### config.mk
export PLATFORM = sky130hd
export DESIGN_NAME = if_id_queue
export DESIGN_NICKNAME = d
export VERILOG_FILES = /design/src/rtl/if_id_pkg.sv /design/src/rtl/if_id_queue.sv
export SDC_FILE = /design/constraint.sdc
export NUM_CORES = 1
export LEC_CHECK = 0
export BUFFER_PORTS_ARGS = -buffer_cell sky130_fd_sc_hd__buf_2
export CAP_MARGIN = 20
export CORE_MARGIN = 2
export CORE_UTILIZATION = 25
export CTS_CLUSTER_SIZE = 20
export DETAILED_ROUTE_END_ITERATION = 7
export PLACE_DENSITY = 0.47
export SLEW_MARGIN = 20
export SYNTH_ARGS = -nofsm -noshare
export SYNTH_HDL_FRONTEND = slang
export SYNTH_SLANG_ARGS = --single-unit
### constraint.sdc
create_clock -name clk -period 4.25 [get_ports clk]
set_clock_uncertainty 0.15 [all_clocks]
set_input_delay 0.425 -clock clk [delete_from_list [all_inputs] [get_ports clk]]
set_output_delay 0.425 -clock clk [all_outputs]
set_load 0.02 [all_outputs]
### src/rtl/if_id_pkg.sv
// Shared types and constants for the fetch-to-decode instruction queue.
package if_id_pkg;

  // Default program-counter width for the shared entry type.
  localparam int FETCH_PC_W = 32;

  // sll $0,$0,0: the decoder reads this as a legal NOP that raises no exception.
  localparam logic [31:0] NOP_INS = 32'h0000_0000;

  // One fetched instruction as it travels from fetch to decode.
  typedef struct packed {
    logic [FETCH_PC_W-1:0] pc;
    logic [31:0]           ins;
    logic                  adel;
  } fetch_entry_t;

  // A misaligned fetch has no meaningful instruction word, so it is stored as a NOP.
  // ID raises AdEL from the adel flag instead of from the decode result.
  function automatic logic [31:0] store_ins(input logic [31:0] ins, input logic adel);
    return adel ? NOP_INS : ins;
  endfunction

endpackage

### src/rtl/if_id_queue.sv
// First-word-fall-through instruction buffer between fetch and ID decode.
// The head entry is presented combinationally. A flush discards every
// entry, and any push made in the same cycle is dropped as well.
module if_id_queue
  import if_id_pkg::*;
#(
  parameter int DEPTH = 4,
  parameter int PC_W  = 32
) (
  input  logic                     clk,
  input  logic                     resetn,
  input  logic                     flush,
  input  logic                     in_valid,
  output logic                     in_ready,
  input  logic [PC_W-1:0]          in_pc,
  input  logic [31:0]              in_ins,
  input  logic                     in_adel,
  output logic                     out_valid,
  input  logic                     out_ready,
  output logic [PC_W-1:0]          out_pc,
  output logic [31:0]              out_ins,
  output logic                     out_adel,
  output logic [$clog2(DEPTH):0]   count
);

  localparam int AW = $clog2(DEPTH);
  localparam int CW = AW + 1;

  localparam logic [AW-1:0] PTR_ONE    = AW'(1);
  localparam logic [CW-1:0] CNT_ONE    = CW'(1);
  localparam logic [CW-1:0] FULL_COUNT = CW'(DEPTH);

  // Storage has no reset; only the pointers and occupancy define what is valid.
  logic [PC_W-1:0] pc_mem   [DEPTH];
  logic [31:0]     ins_mem  [DEPTH];
  logic            adel_mem [DEPTH];

  logic [AW-1:0] rd_ptr_reg, rd_ptr_next;
  logic [AW-1:0] wr_ptr_reg, wr_ptr_next;
  logic [CW-1:0] count_reg,  count_next;

  logic push;
  logic pop;

  // Ready and valid come from registered occupancy only, so out_ready has no path to in_ready.
  assign in_ready  = (count_reg != FULL_COUNT);
  assign out_valid = (count_reg != '0);

  assign push = in_valid && in_ready && !flush;
  assign pop  = out_valid && out_ready && !flush;

  // Present the head entry, or a NOP with zero PC and flag while empty.
  assign out_pc   = out_valid ? pc_mem[rd_ptr_reg]   : '0;
  assign out_ins  = out_valid ? ins_mem[rd_ptr_reg]  : NOP_INS;
  assign out_adel = out_valid ? adel_mem[rd_ptr_reg] : 1'b0;
  assign count    = count_reg;

  // Write the fetched entry at the tail.
  always_ff @(posedge clk) begin
    if (push) begin
      pc_mem[wr_ptr_reg]   <= in_pc;
      ins_mem[wr_ptr_reg]  <= store_ins(in_ins, in_adel);
      adel_mem[wr_ptr_reg] <= in_adel;
    end
  end

  // Compute the next pointers and occupancy. Flush takes priority over push and pop.
  always_comb begin
    rd_ptr_next = rd_ptr_reg;
    wr_ptr_next = wr_ptr_reg;
    count_next  = count_reg;
    if (flush) begin
      rd_ptr_next = '0;
      wr_ptr_next = '0;
      count_next  = '0;
    end else begin
      if (push) wr_ptr_next = wr_ptr_reg + PTR_ONE;
      if (pop)  rd_ptr_next = rd_ptr_reg + PTR_ONE;
      case ({push, pop})
        2'b10:   count_next = count_reg + CNT_ONE;
        2'b01:   count_next = count_reg - CNT_ONE;
        default: count_next = count_reg;
      endcase
    end
  end

  // Register the pointers and occupancy. Reset empties the queue at once.
  always_ff @(posedge clk or negedge resetn) begin
    if (!resetn) begin
      rd_ptr_reg <= '0;
      wr_ptr_reg <= '0;
      count_reg  <= '0;
    end else begin
      rd_ptr_reg <= rd_ptr_next;
      wr_ptr_reg <= wr_ptr_next;
      count_reg  <= count_next;
    end
  end

endmodule

# After elaboration in Yosys (flattened, before gate mapping)
# Memory sizes are Yosys's and may differ from the RTL's.
# Index checks and enable logic that the tools add are counted.
# op_classes
n_addsub	4
eq_ne	3
n_mux	12
n_reduce_logical	9
# op_table
op	count
two-way mux 32 bit	3
two-way mux 2 bit	4
case mux 3 bit (2 select lines)	1
nonzero test 3 bit	2
adder 2 x 1 -> 2 bit (second input constant)	2
logical AND 1 bit	4
nonzero test 2 bit	2
adder 3 x 1 -> 3 bit (second input constant)	1
two-way mux 1 bit	3
two-way mux 3 bit	1
!= test 3 bit (second input constant)	1
subtractor 3 x 1 -> 3 bit (second input constant)	1
== test 2 x 1 -> 1 bit (second input constant)	1
== test 2 bit (second input constant)	1
logical NOT 1 bit	1
# totals
ff_bits	7
ramBits	260
output_inout_bits	70
mem_count	3
# mem_list
memory	words	word_bits	read_ports	rd_clocked_by_memory_dff	write_ports	line	source
ins_mem	4	32	1	0	1	if_id_queue.sv:35	logic [31:0] ins_mem [DEPTH];
pc_mem	4	32	1	0	1	if_id_queue.sv:34	logic [PC_W-1:0] pc_mem [DEPTH];
adel_mem	4	1	1	0	1	if_id_queue.sv:36	logic adel_mem [DEPTH];

# Depth between registers and ports, before layout
# depth
ltp_word	6
depth_mapped	8
depth_no_buf	7

# Worst setup path before layout
# Ideal clock, no wire load.
# synth_timing
path_type	input-to-reg
from	input port in_valid
to	memory adel_mem[0] (enable)
setup_ns	0.430
arrival_time_ns	2.636
t_required_ns	3.670
setup_slack_ns	1.034
path_stages	4
n_path_buf	1
cell_sequence	clkbuf_1 inv_1 nor3_1 and2_1
# synth_between
elab_chain_cells	4
# synth_rtl
item	line	source
start: declaration	if_id_queue.sv:13	input logic in_valid,
logical AND 1 bit (2 in a row)	if_id_queue.sv:49	assign push = in_valid && in_ready && !flush;
two-way mux 1 bit	if_id_queue.sv:60	if (push) begin
two-way mux 1 bit (not written as such)	if_id_queue.sv:63	adel_mem[wr_ptr_reg] <= in_adel;
end: declaration	if_id_queue.sv:36	
# No other way between the ends.

# Worst setup path in the final report
# layout_timing
from	register rd_ptr_reg[0]
to	output port out_ins[31]
# layout_between
elab_chain_cells	2
# layout_rtl
item	line	source
start: declaration	if_id_queue.sv:38	logic [AW-1:0] rd_ptr_reg, rd_ptr_next;
start signal: assignment	if_id_queue.sv:94	rd_ptr_reg <= rd_ptr_next;
memory (4 x 32 bit)	n/a	
two-way mux 32 bit	if_id_queue.sv:54	assign out_ins = out_valid ? ins_mem[rd_ptr_reg] : NOP_INS;
end: declaration	if_id_queue.sv:21	output logic [31:0] out_ins,
# No other way between the ends.

==> metrics <==
largest net degree at the start of global routing 38; crit-path cells buf_4, mux4_2, and2_1, buf_2; Post-Syn Area about 0.011 mm^2; setup TNS 0 ns; Critical Path RT roughly 3.7 ns; crit path max fanout 17; Hold Buf Count CTS 34; VDD IR max 0.2822 mV; Hold Path Stages 3; Critical-path top delay cell dfrtp_4; Max Cap Viol 0; total number of vias ~5300; Die ar. approximately 0.044 mm^2; antenna violations before repair 1; Crit. End Element primary output; clock transition at the registers of the reported paths around 0.060 ns; core area ~0.042 mm^2; Via density approximately 4.2; H-tree depth 1; #FFs+latches synth around 270; root buffer cell clkbuf_16; insertion delay to the later sink of the worst-skew pair between 0.5 and 0.6 ns; leakage power total ~4.5 nW; worst path arrival time about 2.6 ns; Mapped Avg Cell Area around 21 um^2; Worst R2R Path Depth 4; Cell Area, Placed 0.01196 mm^2; first-pass GRT wire length 34260 um; DRC errors left 0; FP Rows 75; post-route antenna net violation count 0; Final period util between 70% and 80%; die span in x 210.1 um; Final Net Count between 700 and 800; Resized Gates After CTS 0; Worst Hold Class in -> reg; fin area 0.01324 mm^2; synth warn 0; total wire length ~22000 um; Pre-Repair DR Iteration Count 4; commonest non-fill, non-tap cell in the layout edfxtp_1; Hold EP wr_ptr_reg[1]; DRT iter0 DRCs 257; gpl congestion ~0.67; syn nets between 500 and 600; final setup margin between 1 and 1.5 ns; r2r endpoint pc_mem[3][24]; layout cell share with drive strength beyond 1 a little over a third; Layout area overhead 24.65%; FF-to-FF setup slack approximately 1.7 ns; PwrDens 490.7 mW/mm^2; clk buf depth 3; Max stage delay on crit path 0.67 ns; sequential-to-total area share from yosys stat between 70% and 80%; CTS Buf Count 30; CTS Sinks 267; Hold Slack between 0.05 and 0.06 ns; IO Count 140; kind of critical path reg -> out; Yosys cell types 34; number of buffers and inverters on the critical path 2; Core Util, Final around a third; Slew Limit Headroom 42.72%; IO Port Bufs approximately 140; Regs by FF count ins_mem (128), pc_mem (128), adel_mem (4); CTS tree built; vias in the first global route 5724; Post-Synthesis Cells around 520; CP top delay family flip-flops; most frequent cells in the layout 260 x edfxtp_1, 139 x buf_2, 65 x mux4_2, 65 x and2_1, 34 x dlygate4sd3_1; initial core utilization between 20% and 30%; status complete, no violations; hpwl dp around 13000 um; Total Routing Usage GR 10.18%; max-slew violation count 0; DIE HEIGHT ~210 um; Final Hold Violating Endpoints 0; crit path from rd_ptr_reg[0]; drt wl/cell 17.82 um; Slew @ Worst Pin between 0.8 and 0.9 ns; Setup violations, final 0; Hold Startpoint in_valid; number of post-CTS setup repair buffers 0; Final Critical Period around 3.2 ns; Remaining Overflow, GRT 0; setup slack at placement ~1.6 ns; diodes inserted 0; Max Fclk 316.5 MHz; RSZ-0062 raised after global routing no; Critical R2R Launch count[0]; CP Launch Type flip-flop
## cell families after synthesis
group | share of synthesized area, %
AND/OR/NAND/NOR | 6.960
buffers and inverters | 2.155
flip-flops | 75.14
multiplexers | 13.78
XOR/XNOR | 0.2474
AO/OA/AOI/OAI | 1.060
adder cells (fa/ha/maj) | 0.6595
## worst register-to-register path, stage by stage (launching register included)
cell and delay [ns]:
dfrtp_1 0.58, nor3b_1 0.16, nor3_1 0.36, and2_4 0.58
buf_12 0.32
## synthesized netlist by cell type
master	number	area [um^2]
nand2_1	1	3.750
and2_1	69	431.7
buf_12	4	80.08
a31oi_1	1	6.260
a21oi_1	5	25.02
o22ai_1	1	6.260
nand3_1	3	15.01
a2111oi_0	2	17.52
ha_1	4	50.05
nor2_1	5	18.77
dfrtp_1	7	175.2
buf_4	1	7.510
nor3b_1	1	7.510
mux4_2	65	1464
buf_6	1	11.26
a221oi_1	1	8.760
xnor2_1	1	8.760
or3_1	1	6.260
o21ai_0	3	15.01
xor2_1	2	17.52
nor3_1	2	10.01
nand2b_1	4	25.02
nand3b_1	2	15.01
inv_1	6	22.52
fa_1	1	20.02
o311ai_0	1	8.760
clkbuf_1	13	48.80
nor2b_1	33	206.5
edfxtp_1	260	7807
buf_1	1	3.750
buf_2	11	55.05
a211o_1	1	8.760
a311oi_1	1	8.760
o31ai_1	1	7.510
## area by class of cell
type	count	area, um^2
repair buffers	181	1184
clock buffers	34	787.0
multi-input cells	211	2425
inverters	6	22.52
flip-flops and latches	267	7990
fillers	4101	28700
well taps	539	674.4
clock inverters	17	160.2
## worst max path at each step
stage	depth (start not counted)	endpoint	slack (ns)
after CTS	4	out_ins[31]	0.98
after global routing	5	out_ins[25]	0.88
final	4	out_ins[31]	1.09
after detailed placement	4	out_ins[31]	1.61
after global placement	5	pc_mem[1][26]	1.59
after floorplan	4	adel_mem[0]	1.03
## stage by stage
| stage | power, W | std cells |
|---|---|---|
| after detailed placement | 0.004082 | 1170 |
| final | 0.006499 | 1255 |
| after floorplan | 0.003758 | 515 |
| after CTS | 0.006631 | 1255 |
| after global placement | 0.004078 | 1170 |
| after global routing | 0.006796 | 1255 |
## metal layers
layer | up-vias | share of wire, % | global-route usage [%]
met5 | - | 0.072 | 0
met1 | 2726 | 44 | 13.07
li1 | 2408 | - | -
met3 | 33 | 4.1 | 2.160
met2 | 122 | 50 | 17.42
met4 | 2 | 2.5 | 2.812
## where the power goes
part / switching (W) / internal (W) / total (W)
sequential: 0.0000559 / 0.00298 / 0.00304
clock: 0.000993 / 0.00149 / 0.00248
combinational: 0.000545 / 0.000432 / 0.000976
(Power assumes the default switching activity.)
